<file path="src/rtl/muldiv_pkg.sv">
// rtl/muldiv_pkg.sv - opcode and state encodings shared by the HI/LO multiply/divide unit
package muldiv_pkg;

   typedef enum logic [2:0] {
      MULDIV_OP_NONE  = 3'd0,
      MULDIV_OP_MULT  = 3'd1,
      MULDIV_OP_MULTU = 3'd2,
      MULDIV_OP_DIV   = 3'd3,
      MULDIV_OP_DIVU  = 3'd4,
      MULDIV_OP_MTHI  = 3'd5,
      MULDIV_OP_MTLO  = 3'd6
   } muldiv_op_e;

   typedef enum logic [1:0] {
      MULDIV_IDLE  = 2'd0,
      MULDIV_RUN   = 2'd1,
      MULDIV_FIXUP = 2'd2
   } muldiv_state_e;

   function automatic logic is_iter_op(input logic [2:0] op);
      return op inside {MULDIV_OP_MULT, MULDIV_OP_MULTU, MULDIV_OP_DIV, MULDIV_OP_DIVU};
   endfunction

   function automatic logic is_signed_op(input logic [2:0] op);
      return op inside {MULDIV_OP_MULT, MULDIV_OP_DIV};
   endfunction

   function automatic logic is_div_op(input logic [2:0] op);
      return op inside {MULDIV_OP_DIV, MULDIV_OP_DIVU};
   endfunction

endpackage

</file>
<file path="src/rtl/muldiv_if.sv">
// rtl/muldiv_if.sv - EX-stage request and HI/LO result bundle for the muldiv unit
interface muldiv_if #(
   parameter int DATA_WIDTH = 32
);
   logic [2:0]            op;
   logic                  start;
   logic                  flush;
   logic [DATA_WIDTH-1:0] a;
   logic [DATA_WIDTH-1:0] b;
   logic                  busy;
   logic                  done;
   logic [DATA_WIDTH-1:0] hi;
   logic [DATA_WIDTH-1:0] lo;

   modport master (
      output op, start, flush, a, b,
      input  busy, done, hi, lo
   );

   modport slave (
      input  op, start, flush, a, b,
      output busy, done, hi, lo
   );
endinterface

</file>
<file path="src/rtl/muldiv_core.sv">
// rtl/muldiv_core.sv - shared accumulator doing one shift-add or restoring-divide step per cycle
module muldiv_core #(
   parameter int DATA_WIDTH = 32
) (
   input  logic                    clk,
   input  logic                    rst_n,
   input  logic                    load,
   input  logic                    step,
   input  logic                    is_div,
   input  logic [DATA_WIDTH-1:0]   op_a,
   input  logic [DATA_WIDTH-1:0]   op_b,
   output logic [2*DATA_WIDTH-1:0] result
);
   localparam int W = DATA_WIDTH;

   // Multiply: acc = {partial product (W+1), multiplier}; divide: acc = {remainder (W+1), quotient}.
   logic [2*W:0] acc;
   logic [2*W:0] acc_next;
   logic [W-1:0] operand;
   logic         div_mode;
   logic [W:0]   mul_sum;
   logic [W:0]   rem_shift;
   logic [W:0]   trial;

   always_comb begin
      mul_sum   = acc[2*W:W] + {1'b0, (acc[0] ? operand : {W{1'b0}})};
      rem_shift = {acc[2*W-1:W], acc[W-1]};
      trial     = rem_shift - {1'b0, operand};
      acc_next  = {1'b0, mul_sum, acc[W-1:1]};
      if (div_mode) begin
         // A borrow out of the trial subtraction means restore and shift in a 0.
         if (trial[W]) begin
            acc_next = {rem_shift, acc[W-2:0], 1'b0};
         end else begin
            acc_next = {trial, acc[W-2:0], 1'b1};
         end
      end
   end

   always_ff @(posedge clk or negedge rst_n) begin
      if (!rst_n) begin
         acc      <= '0;
         operand  <= '0;
         div_mode <= 1'b0;
      end else if (load) begin
         acc      <= {{(W+1){1'b0}}, op_a};
         operand  <= op_b;
         div_mode <= is_div;
      end else if (step) begin
         acc      <= acc_next;
      end
   end

   assign result = acc[2*W-1:0];

endmodule

</file>
<file path="src/rtl/muldiv.sv">
// rtl/muldiv.sv - iterative HI/LO multiply/divide unit with FSM, sign fixup and HI/LO registers
module muldiv
   import muldiv_pkg::*;
#(
   parameter int DATA_WIDTH = 32,
   parameter int CNT_WIDTH  = 5
) (
   input  logic     clk,
   input  logic     rst_n,
   muldiv_if.slave  bus
);
   localparam int W = DATA_WIDTH;

   muldiv_state_e       state;
   muldiv_state_e       state_next;
   logic [CNT_WIDTH-1:0] cnt;

   logic                busy;
   logic                done;
   logic                accept;
   logic                core_load;
   logic                core_step;
   logic                write_result;

   logic                sgn;
   logic [W-1:0]        a_mag;
   logic [W-1:0]        b_mag;
   logic [W-1:0]        a_raw;
   logic                neg_res;
   logic                neg_rem;
   logic                div_mode;
   logic                div_zero;

   logic [2*W-1:0]      core_result;
   logic [2*W-1:0]      prod_fix;
   logic [W-1:0]        quo;
   logic [W-1:0]        rem;
   logic [W-1:0]        fix_hi;
   logic [W-1:0]        fix_lo;
   logic [W-1:0]        hi_q;
   logic [W-1:0]        lo_q;

   always_ff @(posedge clk or negedge rst_n) begin
      if (!rst_n) begin
         state <= MULDIV_IDLE;
      end else begin
         state <= state_next;
      end
   end

   always_comb begin
      state_next = state;
      case (state)
         MULDIV_IDLE: begin
            if (bus.start && !bus.flush && is_iter_op(bus.op)) begin
               state_next = MULDIV_RUN;
            end
         end
         MULDIV_RUN: begin
            if (bus.flush) begin
               state_next = MULDIV_IDLE;
            end else if (cnt == '0) begin
               state_next = MULDIV_FIXUP;
            end
         end
         MULDIV_FIXUP: state_next = MULDIV_IDLE;
         default:      state_next = MULDIV_IDLE;
      endcase
   end

   always_comb begin
      busy         = (state != MULDIV_IDLE);
      accept       = bus.start && !bus.flush && (state == MULDIV_IDLE);
      core_load    = accept && is_iter_op(bus.op);
      core_step    = (state == MULDIV_RUN);
      // A flush landing on FIXUP kills both the write and the done pulse.
      done         = (state == MULDIV_FIXUP) && !bus.flush;
      write_result = done;
   end

   always_ff @(posedge clk or negedge rst_n) begin
      if (!rst_n) begin
         cnt <= '0;
      end else if (bus.flush) begin
         cnt <= '0;
      end else if (core_load) begin
         cnt <= CNT_WIDTH'(DATA_WIDTH - 1);
      end else if (state == MULDIV_RUN && cnt != '0) begin
         cnt <= cnt - 1'b1;
      end
   end

   always_comb begin
      sgn   = is_signed_op(bus.op);
      a_mag = (sgn && bus.a[W-1]) ? -bus.a : bus.a;
      b_mag = (sgn && bus.b[W-1]) ? -bus.b : bus.b;
   end

   always_ff @(posedge clk or negedge rst_n) begin
      if (!rst_n) begin
         a_raw    <= '0;
         neg_res  <= 1'b0;
         neg_rem  <= 1'b0;
         div_mode <= 1'b0;
         div_zero <= 1'b0;
      end else if (core_load) begin
         a_raw    <= bus.a;
         neg_res  <= sgn && (bus.a[W-1] ^ bus.b[W-1]);
         neg_rem  <= sgn && bus.a[W-1];
         div_mode <= is_div_op(bus.op);
         div_zero <= is_div_op(bus.op) && (bus.b == '0);
      end
   end

   muldiv_core #(
      .DATA_WIDTH (DATA_WIDTH)
   ) u_core (
      .clk    (clk),
      .rst_n  (rst_n),
      .load   (core_load),
      .step   (core_step),
      .is_div (is_div_op(bus.op)),
      .op_a   (a_mag),
      .op_b   (b_mag),
      .result (core_result)
   );

   always_comb begin
      prod_fix = neg_res ? -core_result : core_result;
      quo      = core_result[W-1:0];
      rem      = core_result[2*W-1:W];
      if (div_zero) begin
         fix_hi = a_raw;
         fix_lo = '1;
      end else if (div_mode) begin
         fix_hi = neg_rem ? -rem : rem;
         fix_lo = neg_res ? -quo : quo;
      end else begin
         fix_hi = prod_fix[2*W-1:W];
         fix_lo = prod_fix[W-1:0];
      end
   end

   always_ff @(posedge clk or negedge rst_n) begin
      if (!rst_n) begin
         hi_q <= '0;
         lo_q <= '0;
      end else if (write_result) begin
         hi_q <= fix_hi;
         lo_q <= fix_lo;
      end else if (accept && bus.op == MULDIV_OP_MTHI) begin
         hi_q <= bus.a;
      end else if (accept && bus.op == MULDIV_OP_MTLO) begin
         lo_q <= bus.a;
      end
   end

   assign bus.busy = busy;
   assign bus.done = done;
   assign bus.hi   = hi_q;
   assign bus.lo   = lo_q;

endmodule

</file>
<file path="src/flat_wrapper.sv">
// flat-port wrapper written by rule: the top's interface ports become plain ports
module muldiv_flat import muldiv_pkg::*;
#(
   parameter int DATA_WIDTH = 32,
   parameter int CNT_WIDTH  = 5
)
  (clk, rst_n, bus_op, bus_start, bus_flush, bus_a, bus_b, bus_busy, bus_done, bus_hi, bus_lo);
  muldiv_if #(.DATA_WIDTH(DATA_WIDTH)) bus_i ();
  input  logic clk;
  input  logic rst_n;
  input wire logic [$bits(bus_i.op)-1:0] bus_op;
  input wire logic [$bits(bus_i.start)-1:0] bus_start;
  input wire logic [$bits(bus_i.flush)-1:0] bus_flush;
  input wire logic [$bits(bus_i.a)-1:0] bus_a;
  input wire logic [$bits(bus_i.b)-1:0] bus_b;
  output wire logic [$bits(bus_i.busy)-1:0] bus_busy;
  output wire logic [$bits(bus_i.done)-1:0] bus_done;
  output wire logic [$bits(bus_i.hi)-1:0] bus_hi;
  output wire logic [$bits(bus_i.lo)-1:0] bus_lo;
  assign bus_i.op = bus_op;
  assign bus_i.start = bus_start;
  assign bus_i.flush = bus_flush;
  assign bus_i.a = bus_a;
  assign bus_i.b = bus_b;
  assign bus_busy = bus_i.busy;
  assign bus_done = bus_i.done;
  assign bus_hi = bus_i.hi;
  assign bus_lo = bus_i.lo;
  muldiv #(.DATA_WIDTH(DATA_WIDTH), .CNT_WIDTH(CNT_WIDTH)) u_core (.clk(clk), .rst_n(rst_n), .bus(bus_i));
endmodule
</file>
<file path="config.mk">
export PLATFORM = sky130hd
export DESIGN_NAME = muldiv_flat
export DESIGN_NICKNAME = d
export VERILOG_FILES = /design/src/rtl/muldiv_pkg.sv /design/src/rtl/muldiv_if.sv /design/src/rtl/muldiv_core.sv /design/src/rtl/muldiv.sv /design/src/flat_wrapper.sv
export SDC_FILE = /design/constraint.sdc
export NUM_CORES = 1
export LEC_CHECK = 0
export ABC_AREA = 1
export ABC_CLOCK_PERIOD_IN_PS = 4200
export BUFFER_PORTS_ARGS = -buffer_cell sky130_fd_sc_hd__clkbuf_2
export CORE_MARGIN = 2
export CORE_UTILIZATION = 35
export DETAILED_ROUTE_END_ITERATION = 8
export HOLD_SLACK_MARGIN = 0.03
export SETUP_SLACK_MARGIN = 0.5
export SLEW_MARGIN = 20
export SYNTH_ARGS = -nofsm -noshare
export SYNTH_HDL_FRONTEND = slang
export SYNTH_SLANG_ARGS = --single-unit
export TNS_END_PERCENT = 20
</file>
<file path="constraint.sdc">
create_clock -name clk -period 4.2 [get_ports clk]
set_input_delay 0 -clock clk [delete_from_list [all_inputs] [get_ports clk]]
set_output_delay 0 -clock clk [all_outputs]
set_load 0.01 [all_outputs]
</file>
## Word-level counts from Yosys, hierarchy flattened

Cells that the tools add are included.

- Register bits after elaboration: 204
- Input port bits: 71
- Word-level logic and storage cells: 84
- Output and inout bits: 66

- Equality and inequality tests: 11
- Mux-type cells: 26
- Reductions and logical operators: 27
- Add/sub/neg operators: 8
- Bitwise logic cells: 1

Operators with widths:

| cell | count |
|---|---|
| 2-to-1 mux 32 bit | 14 |
| 2-to-1 mux 65 bit | 4 |
| negator 32 bit | 4 |
| 2-to-1 mux 64 bit | 1 |
| negator 64 bit | 1 |
| adder 33 x 32 -> 33 bit | 1 |
| subtractor 33 x 32 -> 33 bit | 1 |
| logical NOT 32 bit | 1 |
| 2-to-1 mux 5 bit | 3 |
| logical AND 1 bit | 12 |
| nonzero test 2 bit | 6 |
| equality test 3 bit (second input constant) | 3 |
| equality test 3 x 2 -> 1 bit (second input constant) | 2 |
| 2-to-1 mux 2 bit | 3 |
| logical NOT 5 bit | 1 |
| nonzero test 5 bit | 1 |
| subtractor 5 x 1 -> 5 bit (second input constant) | 1 |
| case mux 2 bit (2 select lines) | 1 |
| AND reduction 2 bit | 2 |
| nonzero test 4 bit | 1 |
| equality test 3 x 1 -> 1 bit (second input constant) | 1 |
| != test 3 bit (second input constant) | 1 |
| nonzero test 3 bit | 1 |
| equality test 2 x 1 -> 1 bit (second input constant) | 1 |
| 6 further kinds | 6 |

## Longest topological paths before layout

Gate-level depths: netlist (run 1).

- Depth in word-level cells: 7
- Mapped depth: 23
- Depth with buffers taken out: 22

## By module

From an unflattened synthesis (run 1), not the netlist that was laid out.

- Cell total of the unflattened synthesis: 3233
- Area total of the unflattened synthesis: 19561.3 um2

Modules (own cells, without submodules):

| module | cells an instance | times used | seq. area each (um2) | area an instance (um2) |
|---|---|---|---|---|
| muldiv_core | 1699 | 1 | 2452.4 | 10174.8 |
| muldiv | 1534 | 1 | 2677.6 | 9386.5 |

## Worst setup path after synthesis (run 1)

No wires, ideal clock.

- Kind: register to register
- Start: register u_core.u_core.acc[31]
- End: register u_core.u_core.acc[38]
- Period minus slack after synthesis: 2.998 ns
- Arrival: 2.872 ns
- Setup time: 0.127 ns
- Slack: 1.202 ns
- Required time: 4.073 ns
- Cell stages (with the launch flop): 23
- Path buffers: 1
- Path through: dfrtp_1 -> inv_1 -> ha_1 -> fa_1 -> inv_1 -> nand3_1 -> nand2_1 -> nand2_1 -> nand2_1 -> nand3_1 -> nand2_1 -> nand2_1 -> nand2_1 -> nand2_1 -> a21oi_1 -> or2_2 -> ha_1 -> clkinv_1 -> clkbuf_1 -> a21oi_1 -> o21ai_0 -> o211ai_1 -> o21ai_1

- Cells in the longest elaborated chain, start to end: 5

Ends and longest elaborated chain:

| item | RTL line | RTL |
|---|---|---|
| from (decl) | muldiv_core.sv:17 | `logic [2*W:0] acc;` |
| from (signal assigned) | muldiv_core.sv:46 | `acc <= {{(W+1){1'b0}}, op_a};` |
| from (signal assigned) | muldiv_core.sv:50 | `acc <= acc_next;` |
| subtractor 33 x 32 -> 33 bit | muldiv_core.sv:28 | `trial = rem_shift - {1'b0, operand};` |
| 2-to-1 mux 65 bit | muldiv_core.sv:32 | `if (trial[W]) begin` |
| 2-to-1 mux 65 bit | muldiv_core.sv:30 | `if (div_mode) begin` |
| 2-to-1 mux 65 bit | muldiv_core.sv:49 | `end else if (step) begin` |
| 2-to-1 mux 65 bit | muldiv_core.sv:45 | `end else if (load) begin` |

Every way passes these cells. The select of a mux whose other input is x is not followed.
A chain may end at the register's enable or synchronous reset.

## Final worst setup path (run 1)

- Start: register u_core.u_core.acc[56]
- End: register u_core.u_core.acc[33]

Same word-level chain as after synthesis.

==> results of run 1 <==
state kept, by name, summed over array words and instances (netlist names), 2 cells and up:
register / cells
u_core.u_core.operand: 32
u_core.u_core.acc: 65
u_core.state: 2
u_core.bus.lo: 32
u_core.cnt: 5
u_core.bus.hi: 32
u_core.a_raw: 32
cell type report:
class	instances	area (um2)	area share (%)
multi-input cells	2347	11500	52.7
flip-flops and latches	204	5110	23.3
well taps	688	861	3.93
inverters	382	1440	6.57
clock buffers	35	736	3.36
repair buffers	277	2060	9.40
clock inverters	10	155	0.708
kinds of logic (layout without fill, tap and decap cells):
group / after synthesis / in the layout / share of synthesized area (%)
flip-flops: 204 / 204 / 27.5
AND/OR/NAND/NOR: 1661 / 1661 / 37.6
AO/OA/AOI/OAI: 558 / 558 / 16.9
adder cells (fa/ha/maj): 73 / 73 / 5.01
XOR/XNOR: 55 / 55 / 2.60
buffers and inverters: 491 / 704 / 10.3
stage by stage:
stage / worst slack, ps / area, um2 / power (mW) / utilization (%) / hold WS [ps]
after detailed placement: 550 / 20000 / 13.1 / 38.2 / 36.6
after CTS: 529 / 21800 / 15.6 / 41.5 / 37.6
after floorplan: 1200 / 18500 / 9.74 / - / -296
final: 662 / 21900 / 16.0 / 41.8 / 31.5
after global placement: 638 / 20000 / 13.1 / 38.2 / 42.4
after global routing: 450 / 21900 / 17.2 / 41.8 / 81.5
cell usage after synthesis, drive strengths merged, types with 6 or more instances:
library cell | n | share of area, %
nand2 | 871 | 18
nor2 | 433 | 9.2
inv | 379 | 7.7
nand3 | 260 | 7.2
o21ai | 255 | 7.3
a21oi | 208 | 5.8
dfrtp | 204 | 28
ha | 71 | 4.8
clkbuf | 57 | 1.2
buf | 52 | 1.4
nor3 | 41 | 1.2
xor2 | 40 | 1.9
nand4 | 29 | 0.98
o211ai | 21 | 0.85
xnor2 | 15 | 0.71
a31oi | 10 | 0.34
nand3b | 10 | 0.41
o22ai | 9 | 0.30
o31ai | 9 | 0.36
or2 | 9 | 0.30
o21bai | 7 | 0.28
nor4 | 6 | 0.24
o21a | 6 | 0.24
o221ai | 6 | 0.28
routing by layer:
layer	track usage (%)	part of all wire (%)	routed length [um]
met3	4.39	8.9	6700
met4	7.04	2.8	2130
met5	0	0.017	13
met1	40.1	46	34500
met2	39.9	42	31900
path summary, 6_finish.rpt:
kind	startpoint	end	slack (ps)
min in group clk	bus_b[1]	u_core.u_core.operand[1]	60
setup reg to reg	u_core.u_core.acc[56]	u_core.u_core.acc[33]	660
setup / recovery	u_core.u_core.acc[56]	u_core.u_core.acc[33]	660
max in group asynchronous	rst_n	u_core.u_core.acc[38]	3180
hold reg to reg	u_core.a_raw[19]	u_core.a_raw[19]	490
hold / removal	rst_n	u_core.bus.hi[12]	30
power by group:
group          leakage (nW)  switching (mW)  internal (mW)  total (mW)
logic                  8.27            6.58           3.30        9.88
clock network         0.433           0.947           1.46        2.41
registers              2.46           0.904           2.80        3.71
repair_timing:
item,in CTS,in global routing
hold buffers,87,0
gates resized for setup,0,9
setup buffers,0,6
endpoints found under the hold margin,242,0
endpoints found under the setup margin,0,31
critical path: stages (launching register included):
cell        delay [ps]
dfrtp_1            480
ha_1               390
a21oi_1            220
o21ai_0            140
nand2_1             80
nand2_1             60
a21oi_1            190
nand2_1            140
nand2_1            100
a21oi_1             60
or2_2              270
ha_1               340
clkinvlp_4         190
buf_12             180
clkbuf_16          180
o21ai_0            160
o21ai_0            100
o22ai_1            160
==> flow_summary.json, run 1 <==
{
  "synth_fp_nets": 3186,
  "drc": 0,
  "maxSlewViolCount": 0,
  "grtUsageTotal_pct": 26.9,
  "relSlewSlack_pct": 41.3,
  "mostFrequentLayoutCell": "nand2_1",
  "via_count": 21100,
  "core_area_mm2": 0.0524,
  "initial_core_util_pct": 35.3,
  "grt_max_degree": 89,
  "antenna_found_initial": 2,
  "fmaxAchievable_mhz": 283,
  "die_h_um": 234,
  "avgViaCountPerCell": 5.35,
  "ys_ff_latch": 204,
  "cts_tree": "yes",
  "setup_viol": 0,
  "ant_nets": 0,
  "n_fill_cell": 5656,
  "rows": 84,
  "finalSetupTns_ps": 0,
  "cp.required_ps": 4680,
  "routedWlPerCell_um": 19.1,
  "synth_edf_count": 0,
  "layout-drive-gt1-share_pct": 10.0,
  "critical_path_class": "flop to flop",
  "num_io_pins": 137,
  "grt_overflow_total": 0,
  "die_x_um": 234,
  "cp_max_fo": 18,
  "syn-cell-area_mm2": 0.0185,
  "numClockSinks": 204,
  "post-route-period-util_pct": 84.2,
  "tightest_slew_ps": 881,
  "status": "finished clean",
  "grt_pass1_wl_mm": 113,
  "first_global_vias": 19000,
  "num-nets-final": 3382,
  "postSynth.asyncResetShare_pct": 100,
  "area_growth_pct": 18.2,
  "h-tree-depth": 1,
  "cts_buffer_depth": 3,
  "min_path_type": "primary input to async pin",
  "yosysSeqAreaShare_pct": 27.5,
  "io_buffer_count": 136,
  "p_leak_nw": 11.2,
  "final_cell_mix": "nand2_1 (856), nor2_1 (414), inv_1 (358)",
  "antenna_cells": 0,
  "ys.flop_type": "dfrtp_1",
  "cts-root-buf": "clkbuf_16",
  "dp_cells": 3803,
  "critPathLaunchType": "flop",
  "place_congestion": 1.00,
  "ys_types": 63,
  "cts_inserted_buffers": 26,
  "dr.pass1.iters": 9,
  "power_density_mw_per_mm2": 731,
  "synth_warnings": 0,
  "clk_pin_slew_ps": 60,
  "cap_viol_max_count": 0,
  "syn_inst": 3042,
  "synth.avg_cell_area_um2": 6.09,
  "peakVddDrop_uv": 417,
  "worstSkewPairLatency_ps": 570,
  "worstPathArrival_ps": 4020,
  "finalHoldViolCount": 0,
  "layout.cells.non_filler": 3943,
  "reg2regPathDepth": 17,
  "wl_mm": 75.2,
  "fin_skew_ps": 16.1,
  "die_area_mm2": 0.0548,
  "rsz0062_at_grt": "yes",
  "drt_iter0_markers": 2426,
  "worstSetupEndpointType": "flop",
  "dp_hpwl_mm": 56.6,
  "min_period_ps": 3540
}
No activity file was read; power rests on OpenSTA's default activity.
==> run 2: changes to the inputs <==
--- a/config.mk
+++ b/config.mk
@@ -6,7 +6,7 @@
 export NUM_CORES = 1
 export LEC_CHECK = 0
 export ABC_AREA = 1
-export ABC_CLOCK_PERIOD_IN_PS = 4200
+export ABC_CLOCK_PERIOD_IN_PS = 3200
 export BUFFER_PORTS_ARGS = -buffer_cell sky130_fd_sc_hd__clkbuf_2
 export CORE_MARGIN = 2
 export CORE_UTILIZATION = 35
==> constraint.sdc (replaced) <==
create_clock -name clk -period 3.2 [get_ports clk]
set_input_delay 0 -clock clk [delete_from_list [all_inputs] [get_ports clk]]
set_output_delay 0 -clock clk [all_outputs]
set_load 0.01 [all_outputs]
==> run 2 against run 1 <==
  * Non-clock buffer count increased by 50
  * Design area increased by 3.8%
  * Clock skew increased by 4.8 ps
  * Critical path type unchanged
  * Utilization increased by 1.6 points
  * Sequential cell count unchanged
==> flow_summary.json, run 2 (same netlist as run 1, synthesis figures left out) <==
{
  "fmaxAchievable_mhz": 340,
  "num_io_pins": 137,
  "highest_layer": "met4",
  "total_power_mw": 22.2,
  "core_area_mm2": 0.0524,
  "rsz0062_at_grt": "yes",
  "cts_inserted_buffers": 26,
  "cap_viol_max_count": 0,
  "place_congestion": 0.985,
  "wl_met3_mm": 6.90,
  "largest_reg_flops": 65,
  "ant_nets": 0,
  "cp_max_fo": 6,
  "grt_overflow_total": 0,
  "worstSkewPairLatency_ps": 570,
  "relSlewSlack_pct": 30.9,
  "worstPathArrival_ps": 3370,
  "routedWlPerCell_um": 18.7,
  "num-nets-final": 3434,
  "via_count": 21200,
  "reg2regPathDepth": 19,
  "tightest_slew_ps": 1030,
  "crit_chain": "inv_2 > ha_4 > nand2_1 > nand2_1 > o21bai_1 > a21oi_2 > nand2_4 > nand2_4 > nand2_4 > nand2_4 > a21oi_2 > or2_4 > ha_4 > clkinv_8 > buf_8 > a21oi_2 > o21ai_1 > o211ai_1 > o21ai_1",
  "antenna_found_initial": 1,
  "fin_skew_ps": 20.9,
  "rows": 84,
  "p_leak_nw": 11.4,
  "maxSlewViolCount": 0,
  "r2r-start": "u_core.u_core.operand[13]",
  "cpMaxStageDelayCell": "dfrtp_1",
  "first_global_vias": 19400,
  "numClockSinks": 204,
  "crit_path_frequent_cell": "nand2_4",
  "wl_met1_mm": 35.1,
  "die_area_mm2": 0.0548,
  "regMostFlops": "u_core.u_core.acc",
  "cts-root-buf": "clkbuf_16",
  "final_cell_mix": "nand2_1 (842), nor2_1 (412), inv_1 (349)",
  "peakVddDrop_uv": 475,
  "cts_buffer_depth": 3,
  "cp.required_ps": 3640,
  "status": "finished clean",
  "wl_mm": 74.9,
  "drt_iter0_markers": 2126,
  "dr.pass1.iters": 6,
  "clk_pin_slew_ps": 70,
  "finalSetupTns_ps": 0,
  "io_buffer_count": 136,
  "avgViaCountPerCell": 5.30,
  "grt_max_degree": 81,
  "min_period_ps": 2940,
  "area_growth_pct": 22.7,
  "mostFrequentLayoutCell": "nand2_1",
  "antenna_cells": 0,
  "finalHoldViolCount": 0,
  "critPathLaunch": "u_core.u_core.operand[13]",
  "r2r_end": "u_core.u_core.acc[38]",
  "n_fill_cell": 5581,
  "dp_hpwl_mm": 56.9,
  "slowest_delay_ps": 390,
  "min_path_type": "primary input to async pin",
  "grtUsageTotal_pct": 26.9,
  "worstSetupEndpointType": "flop",
  "r2r_setup_slack_ps": 260,
  "power_density_mw_per_mm2": 978,
  "setup_viol": 0,
  "h-tree-depth": 1,
  "cts_tree": "yes",
  "initial_core_util_pct": 35.3,
  "layout-drive-gt1-share_pct": 13.7,
  "critical_path_class": "flop to flop",
  "dr_wl_met2_mm": 31.0,
  "die_x_um": 234,
  "critPathLaunchType": "flop",
  "die_h_um": 234,
  "endpoint": "u_core.u_core.acc[38]",
  "post-route-period-util_pct": 91.8,
  "grt_pass1_wl_mm": 114,
  "drc": 0
}
run 2: cell count changes in the layout (fill, tap and decap cells not counted), moves of 5 or more:
cell	change
o21ai_1	+16
buf_4	+51
a21oi_1	-20
inv_1	-9
a21oi_2	+19
nand2_2	+9
ha_4	+21
inv_2	+9
ha_1	-21
nand2_4	+5
o21ai_0	-16
nand2_1	-14
run 2: worst min path at each step:
stage,cells after the start,to,start
detailed placement,1,u_core.bus.lo[5],rst_n
global placement,1,u_core.bus.lo[5],rst_n
CTS,4,u_core.u_core.operand[11],bus_b[11]
finish,2,u_core.bus.lo[5],rst_n
global route,4,u_core.u_core.operand[11],bus_b[11]
floorplan,0,u_core.a_raw[0],rst_n
run 2: repair_timing:
| action | CTS | global route |
|---|---|---|
| hold endpoints to repair | 298 | 0 |
| setup buffers | 15 | 4 |
| gates cloned | 2 | 0 |
| pin swaps | 10 | 12 |
| hold buffers | 84 | 0 |
| resized for setup | 37 | 50 |
| setup endpoints to repair | 33 | 37 |
run 2: final cells by class:
cell class                      instances  area [um2]  share of cell area, %
Multi-Input combinational cell       2347       12000                   52.7
Sequential cell                       204        5110                   22.5
Timing Repair Buffer                  327        2420                   10.6
Inverter                              382        1450                   6.36
Tap cell                              688         861                   3.78
Clock buffer                           37         763                   3.36
Clock inverter                         11         141                  0.622
Timing Repair inverter                  2        20.0                 0.0880
run 2: routing by layer:
metal	track usage, %	vias to the layer above
met2	39.8	879
met1	39.7	9838
met5	0	-
met4	6.74	0
met3	5.16	123
li1	-	10400
run 2: critical path, delay by kind of cell (launching register included):
| family | cells | cell delay, ps |
|---|---|---|
| AO/OA/AOI/OAI | 7 | 790 |
| buffers and inverters | 3 | 330 |
| adder cells (fa/ha/maj) | 2 | 580 |
| flip-flops | 1 | 390 |
| AND/OR/NAND/NOR | 7 | 700 |
run 2: stage by stage:
step | std cells | area (um2) | setup WS [ps] | hold slack, ps | utilization, %
after floorplan | 3042 | 18700 | 503 | -296 | -
after global placement | 3845 | 20400 | 154 | 45.9 | 39.0
after detailed placement | 3845 | 20400 | 95.9 | 46.7 | 39.0
after CTS | 3994 | 22500 | 357 | 31.3 | 42.9
after global routing | 3998 | 22700 | 147 | 86.6 | 43.4
final | 3998 | 22700 | 263 | 26.6 | 43.4
run 2: report_power, final:
part / total (mW) / internal, mW / switching, mW
Combinational: 14.4 / 5.20 / 9.18
Sequential: 4.69 / 3.68 / 1.01
Clock: 3.19 / 1.90 / 1.28
Total: 22.2 / 10.8 / 11.5
